[src/rtl/f8_membus.sv]
// F8 data-port front end for split even/odd byte RAM banks (16-bit big-endian or byte access).
// Define FAULT_DETECT_EN to enable the sticky out-of-range fault flag; otherwise fault is tied 0.
module f8_membus #(
  parameter int unsigned ADDRBITS = 10
) (
  input  logic        clk,
  input  logic        reset,
  input  logic        req,
  input  logic        we,
  input  logic        wide,
  input  logic [15:0] addr,
  input  logic [15:0] wdata,
  output logic        ack,
  output logic [15:0] rdata,
  output logic        fault,
  output logic [14:0] read_addr_even,
  output logic [14:0] read_addr_odd,
  input  logic [7:0]  read_data_even,
  input  logic [7:0]  read_data_odd,
  output logic [14:0] write_addr_even,
  output logic [14:0] write_addr_odd,
  output logic [7:0]  write_data_even,
  output logic [7:0]  write_data_odd,
  output logic        write_en_even,
  output logic        write_en_odd
);

  localparam int unsigned WIN_LO_INT = 32'h4000 - (32'd1 << ADDRBITS);
  localparam logic [15:0] WIN_LO     = 16'(WIN_LO_INT);

  typedef enum logic [1:0] {IDLE, ISSUE, CAPTURE, DONE} state_t;

  state_t      st, st_nx;
  logic        we_r, wide_r, odd_r, ok0_r, ok1_r;
  logic [15:0] addr_nx;
  logic        ok0_c, ok1_c;
  logic [7:0]  b0_wdata;
  logic [7:0]  d0, d1;

  function automatic logic in_win(input logic [15:0] a);
    return (a >= WIN_LO) && (a <= 16'h3fff);
  endfunction

  always_ff @(posedge clk or posedge reset) begin
    if (reset) st <= IDLE;
    else       st <= st_nx;
  end

  // Writes also pass through CAPTURE so both access types ack three edges after req.
  always_comb begin
    st_nx = st;
    ack   = 1'b0;
    unique case (st)
      IDLE:    if (req) st_nx = ISSUE;
      ISSUE:   st_nx = CAPTURE;
      CAPTURE: st_nx = DONE;
      DONE: begin
        ack   = 1'b1;
        st_nx = IDLE;
      end
      default: st_nx = IDLE;
    endcase
  end

  always_comb begin
    addr_nx  = addr + 16'd1;
    ok0_c    = in_win(addr);
    ok1_c    = wide && in_win(addr_nx);
    b0_wdata = wide ? wdata[15:8] : wdata[7:0];
    d0       = ok0_r ? (odd_r ? read_data_odd  : read_data_even) : 8'hFF;
    d1       = ok1_r ? (odd_r ? read_data_even : read_data_odd)  : 8'hFF;
  end

  // Byte b0 lives in the bank selected by addr[0]; b1 (wide only) in the other bank.
  always_ff @(posedge clk or posedge reset) begin
    if (reset) begin
      we_r            <= 1'b0;
      wide_r          <= 1'b0;
      odd_r           <= 1'b0;
      ok0_r           <= 1'b0;
      ok1_r           <= 1'b0;
      rdata           <= '0;
      read_addr_even  <= '0;
      read_addr_odd   <= '0;
      write_addr_even <= '0;
      write_addr_odd  <= '0;
      write_data_even <= '0;
      write_data_odd  <= '0;
      write_en_even   <= 1'b0;
      write_en_odd    <= 1'b0;
    end else begin
      write_en_even <= 1'b0;
      write_en_odd  <= 1'b0;
      if (st == IDLE && req) begin
        we_r   <= we;
        wide_r <= wide;
        odd_r  <= addr[0];
        ok0_r  <= ok0_c;
        ok1_r  <= ok1_c;
        if (we) begin
          if (addr[0]) begin
            write_addr_odd <= addr[15:1];
            write_data_odd <= b0_wdata;
            write_en_odd   <= ok0_c;
            if (wide) begin
              write_addr_even <= addr_nx[15:1];
              write_data_even <= wdata[7:0];
              write_en_even   <= ok1_c;
            end
          end else begin
            write_addr_even <= addr[15:1];
            write_data_even <= b0_wdata;
            write_en_even   <= ok0_c;
            if (wide) begin
              write_addr_odd <= addr_nx[15:1];
              write_data_odd <= wdata[7:0];
              write_en_odd   <= ok1_c;
            end
          end
        end else begin
          if (addr[0]) begin
            read_addr_odd <= addr[15:1];
            if (wide) read_addr_even <= addr_nx[15:1];
          end else begin
            read_addr_even <= addr[15:1];
            if (wide) read_addr_odd <= addr_nx[15:1];
          end
        end
      end
      if (st == CAPTURE && !we_r)
        rdata <= wide_r ? {d0, d1} : {8'h00, d0};
    end
  end

`ifdef FAULT_DETECT_EN
  always_ff @(posedge clk or posedge reset) begin
    if (reset)
      fault <= 1'b0;
    else if (st == CAPTURE && (!ok0_r || (wide_r && !ok1_r)))
      fault <= 1'b1;
  end
`else
  assign fault = 1'b0;
`endif

endmodule

[config.mk]
export PLATFORM = sky130hd
export DESIGN_NAME = f8_membus
export DESIGN_NICKNAME = d
export VERILOG_FILES = /design/src/rtl/f8_membus.sv
export SDC_FILE = /design/constraint.sdc
export NUM_CORES = 1
export LEC_CHECK = 0
export ABC_AREA = 1
export CORE_MARGIN = 4
export CORE_UTILIZATION = 35
export DETAILED_ROUTE_END_ITERATION = 16
export PLACE_DENSITY = 0.67
export SYNTH_ARGS = -nofsm -noshare
export SYNTH_HDL_FRONTEND = slang
export SYNTH_SLANG_ARGS = --single-unit
[constraint.sdc]
create_clock -name clk -period 2.8 [get_ports clk]
set_input_delay 0.42 -clock clk [delete_from_list [all_inputs] [get_ports clk]]
set_output_delay 0.42 -clock clk [all_outputs]
set_load 0.05 [all_outputs]
Word-level counts from Yosys, hierarchy flattened
Index checks and enable logic that the tools add are counted.
Word-level totals
  bits in registers: 101
  input bits: 53
  output and inout bits: 96
  word-level logic and storage cells: 60
Operators by class
  $add $sub $neg: 1
  order comparisons: 4
  equality and inequality tests: 5
  muxes and demuxes: 22
  bitwise operators: 1
  reduce and logical (&&, ||, !) cells: 12
Operators by type and width (count)
  $mux W8: 8
  $mux W15: 3
  $ge A16 B14 Y1 const B: 2
  $le A16 B14 Y1 const B: 2
  $add A16 B1 Y16 const B: 1
  $mux W16: 1
  $reduce_and A3 Y1: 4
  $mux W1: 8
  $pmux W2 S4: 1
  $logic_and A1 B1 Y1: 5
  $eq A2 B2 Y1 const B: 2
  $ne A2 B2 Y1 const B: 2
  $eq A2 B1 Y1 const B: 1
  $logic_not A2 Y1: 1
  $mux W2: 1
  $reduce_bool A2 Y1: 1
  $logic_not A1 Y1: 1
  $not A1 Y1: 1

Logic depth before layout (Yosys ltp)
Gate-level depths: netlist of the first run.
  depth in word-level cells: 8
  mapped depth: 11

Worst setup path after synthesis of the first run
OpenSTA, ideal clock, no wires.
  path type: reg2reg
  start point: register st[0]
  end point: register read_addr_even[10]
  arrival: 1.526 ns
  required time: 2.673 ns
  setup slack: 1.147 ns
  cell stages (with the launch flop): 12
  clock period less this slack: 1.653 ns
  cells stage by stage: dfrtp_1 -> inv_1 -> ha_1 -> nand2_1 -> buf_2 -> nor2_2 -> inv_2 -> nor2_2 -> inv_2 -> buf_2 -> nand2_1 -> o21ai_0
On the way
  longest elaborated chain between the ends: 3
Ends and longest elaborated chain
  start, declared: line 33  | state_t st, st_nx;
  start signal, assigned: line 46  | else st <= st_nx;
  $logic_not A2 Y1: line 94  | if (st == IDLE && req) begin
  $logic_and A1 B1 Y1: line 94
  $reduce_and A3 Y1 (no source line)
  end signal, assigned: line 123  | if (wide) read_addr_even <= addr_nx[15:1];
  end signal, assigned: line 125  | read_addr_even <= addr[15:1];
  end, declared: line 16  | output logic [14:0] read_addr_even,
No other way between the ends.
A chain may end at the register's enable or synchronous reset.

Final worst setup path of the first run
  start point: input port addr[0]
  end point: register write_addr_even[9]
On the way
  longest elaborated chain between the ends: 3
  elaborated cells between the ends (all ways): 5
Ends and longest elaborated chain
  start, declared: line 11  | input logic [15:0] addr,
  $add A16 B1 Y16: line 66  | addr_nx = addr + 16'd1;
  $mux W15: line 105  | if (wide) begin
  $mux W15: line 101  | if (addr[0]) begin
  end signal, assigned: line 106  | write_addr_even <= addr_nx[15:1];
  end signal, assigned: line 111  | write_addr_even <= addr[15:1];
  end, declared: line 20  | output logic [14:0] write_addr_even,
Several ways; a longest one is shown, not always the timed one. The select of a mux whose other input is x is not followed.

==> impl_metrics.env, run 1 <==
export IMPL_worst_r2r_path_depth=10
export IMPL_synth_fa_ha_area_frac=0.0201
export IMPL_drt_first_pass_iters=5
export IMPL_tritoncts="yes"
export IMPL_start_util=0.358
export IMPL_synth_ff_type="dfrtp_1"
export IMPL_p_comb_frac=0.560
export IMPL_insertion_delay_ns=0.35
export IMPL_wire_per_inst_um=16.9
export IMPL_overflow=0
export IMPL_hold_path_class="flip-flop to flip-flop"
export IMPL_dieArea_um2=16200
export IMPL_cts_made_buffers=9
export IMPL_hold_violations=0
export IMPL_worstMarginPinSlew_ns=0.788
export IMPL_rows=43
export IMPL_hold_depth=2
export IMPL_r2r_slack_ns=0.70
export IMPL_clockBufferDepth=2
export IMPL_wirelength_mm=15.5
export IMPL_ir_drop_v=0.000793
export IMPL_worst_setup_path_start_kind="input pin"
export IMPL_finalSetupTns_ns=0
export IMPL_fin_crit_sh=0.789
export IMPL_placed_area_um2=6590
export IMPL_synth_compound_area_share=0.149
export IMPL_critPathCaptureType="flip-flop"
export IMPL_synth_xor_area_share=0.0141
export IMPL_yosysTopAreaCellShare=0.509
export IMPL_crit_start="addr[0]"
export IMPL_mostFrequentLayoutCell="nand2_1"
export IMPL_first_iter_violations=305
export IMPL_vias_per_cell=5.00
export IMPL_clock_power_share=0.142
export IMPL_yosysTopAreaCell="dfrtp_1"
export IMPL_synth_top_family_by_area="simple AND/OR/NAND/NOR gates"
export IMPL_antenna_found_initial=0
export IMPL_async_flop_share=1.00
export IMPL_die_w_um=127
export IMPL_yosysWarnings=0
export IMPL_drive_above_1_share=0.0772
export IMPL_dieHeight_um=127
export IMPL_holdWs_ns=0.477
export IMPL_grt_pass1_wl_mm=24.4
export IMPL_critPathArrivalTime_ns=2.42
export IMPL_fin_area_um2=6880
export IMPL_max_slew_margin_rel=0.470
export IMPL_status="finished, final reports clean"
export IMPL_portBuffers=147
export IMPL_rr_startpoint="st[1]"
export IMPL_io_pins=149
export IMPL_maxSlewViolCount=0
export IMPL_h_tree_depth=3
export IMPL_ys_top_cells_by_area="dfrtp_1, nand2_1, o21ai_0"
export IMPL_clock_root_buffer="clkbuf_16"
export IMPL_synth_simple_area_share=0.223
export IMPL_syn_avg_cell_area_um2=8.34
export IMPL_synth_edff_count=0
export IMPL_syn_inst=596
export IMPL_diodes=0
export IMPL_track_usage=0.193
export IMPL_fmax_ghz=0.453
export IMPL_critPathKind="input pin to flip-flop"
export IMPL_synth_area_um2=4970
export IMPL_min_period_ns=2.21
export IMPL_cp_max_fo=8
export IMPL_nets=795
export IMPL_r2r_end="write_addr_odd[4]"
export IMPL_cts_num_sinks=101
export IMPL_drc=0
export IMPL_p_sw_frac=0.499
export IMPL_p_seq_frac=0.298
export IMPL_leakage_nw=3.14
export IMPL_worstPathRequired_ns=3.01
export IMPL_grt_max_degree=102
export IMPL_gp_congestion=0.927
export IMPL_cts_clk_slew_worst_paths_ns=0.07
export IMPL_ys_types=36
export IMPL_setup_ws_ns=0.591
export IMPL_dp_slack_ns=0.257
export IMPL_ant_nets=0
export IMPL_vias=4594
export IMPL_postCtsHoldBufs=0
export IMPL_synth_area_mux_share=0.0161
export IMPL_dp_hpwl_mm=11.7
export IMPL_power_switching_mw=4.35
export IMPL_seq_area_frac_synth=0.509
export IMPL_synth_nets=657
export IMPL_grt_pass1_vias=4467
export IMPL_cts_setup_buffers=0
export IMPL_final_cell_mix="nand2_1, clkdlybuf4s50_1, dfrtp_1"
export IMPL_final_util=0.495
export IMPL_hold_end="read_addr_odd[0]"
export IMPL_cap_violations=0
export IMPL_rsz0062_at_grt="false"
export IMPL_ys_ff_latch=101
export IMPL_cts_resized=0
export IMPL_p_int_mw=4.37
export IMPL_hp_start="read_addr_odd[0]"
export IMPL_p_per_area_nw_per_um2=1270
export IMPL_area_growth_synth_to_final_pct=38.3
export IMPL_clock_skew_ns=0.00547
export IMPL_finalSetupViolCount=0
export IMPL_core_um2=13900
-- power groups by stage --
stage | Combinational (mW) | Clock, mW | Sequential [mW]
after floorplan | 1.03 | 0 | 4.72
after global placement | 4.88 | 0 | 2.60
after detailed placement | 4.93 | 0 | 2.61
after CTS | 4.94 | 1.28 | 2.60
after global routing | 5.17 | 1.34 | 2.69
final | 4.89 | 1.24 | 2.60
-- final cells by class --
type	count	area, µm²
clock inverter	6	63.8
sequential	101	2530
fill	1338	7010
inverter	47	180
multi-input combinational	419	2100
timing repair buffer	156	1550
tap	180	225
clock buffer	9	225
-- flip-flops by register name, indices dropped and copies added, names as in the netlist --
register,cells
read_addr_odd,15
write_en_odd,1
write_data_even,8
ok1_r,1
odd_r,1
write_data_odd,8
read_addr_even,15
write_en_even,1
wide_r,1
ok0_r,1
st,2
we_r,1
write_addr_even,15
rdata,16
write_addr_odd,15
-- cell families after synthesis --
| family | after synthesis |
|---|---|
| AOI/OAI and AO/OA | 132 |
| xor gates and xnor gates | 8 |
| adders and majority gates | 8 |
| buffers and inverters | 76 |
| DFF | 101 |
| muxes | 8 |
| other | 1 |
| and+or+nand+nor | 262 |
-- metal layers --
layer	vias to the layer above	global-route usage	part of all wire
met2	189	0.302	0.45
met4	0	0.0782	0.028
met5	-	0	0
met3	27	0.0523	0.075
li1	2214	-	-
met1	2164	0.255	0.44
-- critical path, cell delays in order --
cell and delay [ns]:
clkdlybuf4s50_1 0.70, ha_1 0.28, nand2_2 0.08, nor2_4 0.18, nand3_1 0.10, nand2_1 0.06
nand2_1 0.10, o21ai_0 0.36, o21ai_0 0.13
-- worst max-delay path by stage --
stage / endpoint / slack, ns
global route: write_addr_odd[11] / 0.41
detailed placement: read_addr_odd[11] / 0.26
finish: write_addr_even[9] / 0.59
CTS: write_addr_odd[11] / 0.63
floorplan: read_addr_even[10] / 1.15
global placement: read_addr_odd[11] / 0.31
-- Yosys cell counts (8+ instances only) --
cell type / number
o21ai_1: 20
buf_2: 13
nand3_1: 14
nor2_1: 33
dfrtp_1: 101
o21ai_0: 68
mux2i_1: 8
clkbuf_1: 9
inv_1: 40
ha_1: 8
a21oi_1: 18
nor2_2: 11
nand2_1: 184
-- stage by stage --
stage,power (mW),instances
after floorplan,5.75,596
after global placement,7.48,903
after detailed placement,7.54,903
after CTS,8.82,918
after global routing,9.19,918
final,8.73,918
No activity file was read; power rests on OpenSTA's default activity.
==> run 2: changes to the inputs <==
==> constraint.sdc (replaced) <==
create_clock -name clk -period 1.95 [get_ports clk]
set_input_delay 0.2925 -clock clk [delete_from_list [all_inputs] [get_ports clk]]
set_output_delay 0.2925 -clock clk [all_outputs]
set_load 0.05 [all_outputs]
==> run 2 against run 1 <==
  * Total power is 44% higher
  * Sequential power is 43% higher
  * Sequential share of layout area is 1.0 points lower
  * Clock power is 36% higher
==> impl_metrics.env, run 2 (synthesized netlist as in run 1, its figures left out) <==
export IMPL_cap_violations=0
export IMPL_tritoncts="yes"
export IMPL_stdcell_count=946
export IMPL_area_growth_synth_to_final_pct=42.3
export IMPL_critPathTopFamily="buffers and inverters"
export IMPL_path_buf_inv=1
export IMPL_crit_path_top_delay_cell="clkdlybuf4s50_1"
export IMPL_start_util=0.358
export IMPL_nets=823
export IMPL_ant_nets=0
export IMPL_postCtsHoldBufs=0
export IMPL_status="finished, final reports clean"
export IMPL_setup_ws_ns=0.0948
export IMPL_core_um2=13900
export IMPL_hold_path_class="input pin to asynchronous set/reset pin"
export IMPL_leakage_nw=3.29
export IMPL_final_cell_mix="nand2_1, clkdlybuf4s50_1, dfrtp_1"
export IMPL_clock_skew_ns=0.00534
export IMPL_clock_root_buffer="clkbuf_16"
export IMPL_dp_hpwl_mm=12.1
export IMPL_worstPathRequired_ns=1.66
export IMPL_min_period_ns=1.86
export IMPL_slowest_delay_ns=0.82
export IMPL_vias_per_cell=4.96
export IMPL_wirelength_mm=15.7
export IMPL_grt_max_degree=61
export IMPL_crit_start="write_addr_even[5]"
export IMPL_fin_area_um2=7070
export IMPL_track_usage=0.198
export IMPL_vias=4692
export IMPL_io_pins=149
export IMPL_cts_setup_buffers=0
export IMPL_worstMarginPinSlew_ns=0.608
export IMPL_clock_power_share=0.135
export IMPL_drt_first_pass_iters=5
export IMPL_drc=0
export IMPL_worst_setup_path_start_kind="flip-flop"
export IMPL_die_w_um=127
export IMPL_cts_made_buffers=9
export IMPL_p_sw_frac=0.505
export IMPL_placed_area_um2=6800
export IMPL_dieHeight_um=127
export IMPL_dieArea_um2=16200
export IMPL_maxSlewViolCount=0
export IMPL_antenna_found_initial=0
export IMPL_max_slew_margin_rel=0.594
export IMPL_cts_clk_slew_worst_paths_ns=0.07
export IMPL_p_comb_frac=0.570
export IMPL_clockBufferDepth=2
export IMPL_critPathKind="flip-flop to output pin"
export IMPL_grt_pass1_wl_mm=25.2
export IMPL_largest_reg_flops=16
export IMPL_dp_slack_ns=-0.249
export IMPL_insertion_delay_ns=0.35
export IMPL_p_total_mw=12.5
export IMPL_cp_max_fo=2
export IMPL_fin_crit_sh=0.951
export IMPL_hold_violations=0
export IMPL_finalSetupViolCount=0
export IMPL_final_util=0.510
export IMPL_rr_startpoint="st[0]"
export IMPL_cts_num_sinks=101
export IMPL_top_register="rdata"
export IMPL_critPathArrivalTime_ns=1.56
export IMPL_p_seq_frac=0.296
export IMPL_portBuffers=147
export IMPL_fmax_ghz=0.539
export IMPL_mostFrequentLayoutCell="nand2_1"
export IMPL_rsz0062_at_grt="false"
export IMPL_h_tree_depth=3
export IMPL_p_per_area_nw_per_um2=1770
export IMPL_first_iter_violations=330
export IMPL_p_int_mw=6.21
export IMPL_grt_pass1_vias=4752
export IMPL_path_cells="clkdlybuf4s50_1"
export IMPL_dp_cells=931
export IMPL_cts_resized=0
export IMPL_critPathCaptureType="output pin"
export IMPL_wire_per_inst_um=16.6
export IMPL_diodes=0
export IMPL_overflow=0
export IMPL_gp_congestion=0.880
export IMPL_power_switching_mw=6.33
export IMPL_drive_above_1_share=0.124
export IMPL_ir_drop_v=0.00115
export IMPL_rows=43
run 2: cell count changes in the layout (fill, tap and decap cells not counted), sizes merged:
cell           previous run  this run
clkinv                    3         2
bufinv                    1         0
buf                       9        46
inv                      46        48
clkdlybuf4s50           147       138
run 2: final cells by class:
| class | instances | area [µm²] |
|---|---|---|
| clock buffers | 9 | 225 |
| multi-input cells | 419 | 2100 |
| well taps | 180 | 225 |
| flip-flops and latches | 101 | 2530 |
| repair buffers | 184 | 1760 |
| clock inverters | 6 | 46.3 |
| fillers | 1290 | 6810 |
| inverters | 47 | 180 |
run 2: stage by stage:
step / setup TNS [ns] / hold slack, ns
5_1_grt: 0 / 0.393
6_report: 0 / 0.382
3_5_place_dp: -2.49 / 0.458
4_1_cts: 0 / 0.380
2_1_floorplan: 0 / 0.409
3_3_place_gp: -1.58 / 0.462
run 2: path summary, 6_finish.rpt:
path	to	slack (ns)	cells after the start
min in group clk	read_addr_odd[0]	0.47	2
hold / removal	write_data_odd[2]	0.38	3
max in group asynchronous	read_addr_odd[2]	1.25	3
setup reg to reg	write_addr_even[6]	0.20	10
setup / recovery	write_addr_even[5]	0.09	1
hold reg to reg	read_addr_odd[0]	0.47	2
run 2: routing by layer:
metal	GRT usage	up-vias	wire length (µm)	part of all wire
li1	-	2271	-	-
met1	0.243	2237	6540	0.42
met2	0.335	169	7640	0.49
met3	0.0631	15	1260	0.080
met4	0.0625	0	253	0.016
met5	0	-	0	0
run 2: power by group through the flow:
| stage | logic, mW | clock network, mW | registers (mW) |
|---|---|---|---|
| final | 7.14 | 1.69 | 3.71 |
| after global routing | 7.58 | 1.83 | 3.82 |
| after CTS | 7.21 | 1.74 | 3.72 |
| after detailed placement | 7.19 | 0 | 3.72 |
| after global placement | 7.11 | 0 | 3.71 |
| after floorplan | 1.48 | 0 | 6.78 |
==> run 3: changes to the inputs <==
--- a/config.mk
+++ b/config.mk
@@ -6,10 +6,13 @@
 export NUM_CORES = 1
 export LEC_CHECK = 0
 export ABC_AREA = 1
+export CELL_PAD_IN_SITES_DETAIL_PLACEMENT = 0
+export CELL_PAD_IN_SITES_GLOBAL_PLACEMENT = 2
 export CORE_MARGIN = 4
-export CORE_UTILIZATION = 35
+export CORE_UTILIZATION = 24
 export DETAILED_ROUTE_END_ITERATION = 16
-export PLACE_DENSITY = 0.67
+export GPL_TIMING_DRIVEN = 0
+export PLACE_DENSITY = 0.77
 export SYNTH_ARGS = -nofsm -noshare
 export SYNTH_HDL_FRONTEND = slang
 export SYNTH_SLANG_ARGS = --single-unit
==> run 3 against run 2 <==
  * Critical path depth did not move
  * Via count shrank 0.55%
  * Die area increased by 43%
  * Sequential power down 1%
  * Worst setup slack got worse by 0.032 ns
  * Routed wire length grew 11%
  * First-iteration DRC count fell by 26%
  * Worst hold slack lost 0.00073 ns
==> impl_metrics.env, run 3 (synthesized netlist as in run 1, its figures left out) <==
export IMPL_status="finished, final reports clean"
export IMPL_drive_above_1_share=0.104
export IMPL_p_int_mw=6.44
export IMPL_critPathCaptureType="output pin"
export IMPL_path_cells="clkdlybuf4s50_1"
export IMPL_first_iter_violations=245
export IMPL_vias=4666
export IMPL_insertion_delay_ns=0.36
export IMPL_grt_pass1_wl_mm=27.0
export IMPL_portBuffers=147
export IMPL_start_util=0.245
export IMPL_rr_startpoint="st[1]"
export IMPL_area_growth_synth_to_final_pct=44.8
export IMPL_critPathKind="flip-flop to output pin"
export IMPL_clock_root_buffer="clkbuf_16"
export IMPL_grt_pass1_vias=4729
export IMPL_cts_clk_slew_worst_paths_ns=0.07
export IMPL_fin_crit_sh=0.968
export IMPL_ant_nets=0
export IMPL_postCtsHoldBufs=0
export IMPL_maxSlewViolCount=0
export IMPL_dieHeight_um=152
export IMPL_clock_skew_ns=0.00848
export IMPL_core_um2=20300
export IMPL_rsz0062_at_grt="false"
export IMPL_slowest_delay_ns=0.83
export IMPL_wirelength_mm=17.5
export IMPL_h_tree_depth=3
export IMPL_finalSetupViolCount=0
export IMPL_hold_violations=0
export IMPL_rows=52
export IMPL_min_period_ns=1.89
export IMPL_p_seq_frac=0.287
export IMPL_hold_path_class="input pin to asynchronous set/reset pin"
export IMPL_critPathArrivalTime_ns=1.59
export IMPL_power_switching_mw=6.35
export IMPL_final_cell_mix="nand2_1, clkdlybuf4s50_1, dfrtp_1"
export IMPL_p_per_area_nw_per_um2=1780
export IMPL_tritoncts="yes"
export IMPL_grt_max_degree=39
export IMPL_cts_num_sinks=101
export IMPL_worstMarginPinSlew_ns=0.921
export IMPL_clockBufferDepth=2
export IMPL_drc=0
export IMPL_top_register="rdata"
export IMPL_worst_setup_path_start_kind="flip-flop"
export IMPL_worstPathRequired_ns=1.66
export IMPL_fmax_ghz=0.530
export IMPL_cp_max_fo=2
export IMPL_leakage_nw=3.25
export IMPL_crit_path_top_delay_cell="clkdlybuf4s50_1"
export IMPL_p_sw_frac=0.497
export IMPL_finalSetupTns_ns=0
export IMPL_p_comb_frac=0.563
export IMPL_largest_reg_flops=16
export IMPL_wire_per_inst_um=16.9
export IMPL_worstSetupPathDepth=1
export IMPL_clock_power_share=0.150
export IMPL_die_w_um=152
export IMPL_cap_violations=0
export IMPL_worst_r2r_path_depth=11
export IMPL_r2r_slack_ns=0.17
export IMPL_ir_drop_v=0.00119
export IMPL_gp_congestion=0.908
export IMPL_dp_hpwl_mm=13.5
export IMPL_mostFrequentLayoutCell="nand2_1"
export IMPL_diodes=0
export IMPL_io_pins=149
export IMPL_drt_first_pass_iters=5
export IMPL_holdWs_ns=0.382
export IMPL_cts_made_buffers=9
export IMPL_r2r_end="read_addr_even[9]"
export IMPL_path_buf_inv=1
export IMPL_max_slew_margin_rel=0.380
export IMPL_overflow=0
export IMPL_track_usage=0.149
export IMPL_dieArea_um2=23100
export IMPL_nets=819
export IMPL_antenna_found_initial=1
export IMPL_vias_per_cell=4.52
export IMPL_critPathTopFamily="buffers and inverters"
run 3: how the worst max path moves through the flow:
stage | startpoint | to | slack [ns]
finish | write_addr_odd[6] | write_addr_odd[6] | 0.06
global route | write_addr_odd[6] | write_addr_odd[6] | 0.01
CTS | st[0] | write_addr_even[6] | 0.01
detailed placement | addr[1] | read_addr_odd[11] | -0.48
global placement | reset | read_addr_odd[12] | -0.60
floorplan | st[0] | read_addr_even[10] | 0.30
run 3: stage by stage:
step | power [mW] | worst slack [ns] | utilization | std cells | instance area [µm²]
floorplan | 8.26 | 0.297 | - | 596 | 4970
global placement | 10.9 | -0.605 | 0.334 | 1013 | 6780
detailed placement | 10.9 | -0.478 | 0.336 | 1015 | 6820
CTS | 12.9 | 0.00982 | 0.353 | 1032 | 7160
global route | 13.5 | 0.0110 | 0.355 | 1033 | 7200
finish | 12.8 | 0.0630 | 0.355 | 1033 | 7200
run 3: layout make-up:
type                    instances  area [µm²]
clock buffers                  11         253
flip-flops and latches        101        2530
repair buffers                151        1530
well taps                     270         338
inverters                      47         184
clock inverters                 5        66.3
multi-input cells             419        2120
plain buffers                  29         176
fillers                      2151       13100
run 3: repair_timing:
item / 4_1_cts / 5_1_grt
resized for setup: 6 / 25
pin swaps: 1 / 2
endpoints found under the setup margin: 26 / 78
buffers inserted: 1 / 1
run 3: power groups by stage:
stage | clock network (mW) | registers (mW) | logic (mW)
2_1_floorplan | 0 | 6.78 | 1.48
3_3_place_gp | 0 | 3.69 | 7.18
3_5_place_dp | 0 | 3.70 | 7.23
4_1_cts | 1.97 | 3.68 | 7.26
5_1_grt | 2.06 | 3.80 | 7.65
6_report | 1.92 | 3.67 | 7.20
run 3: per-layer routing:
layer	vias to the layer above	share of wire	track usage
li1	2259	-	-
met1	2206	0.45	0.195
met2	177	0.47	0.241
met3	22	0.062	0.0455
met4	2	0.016	0.0372
met5	-	0.00040	0
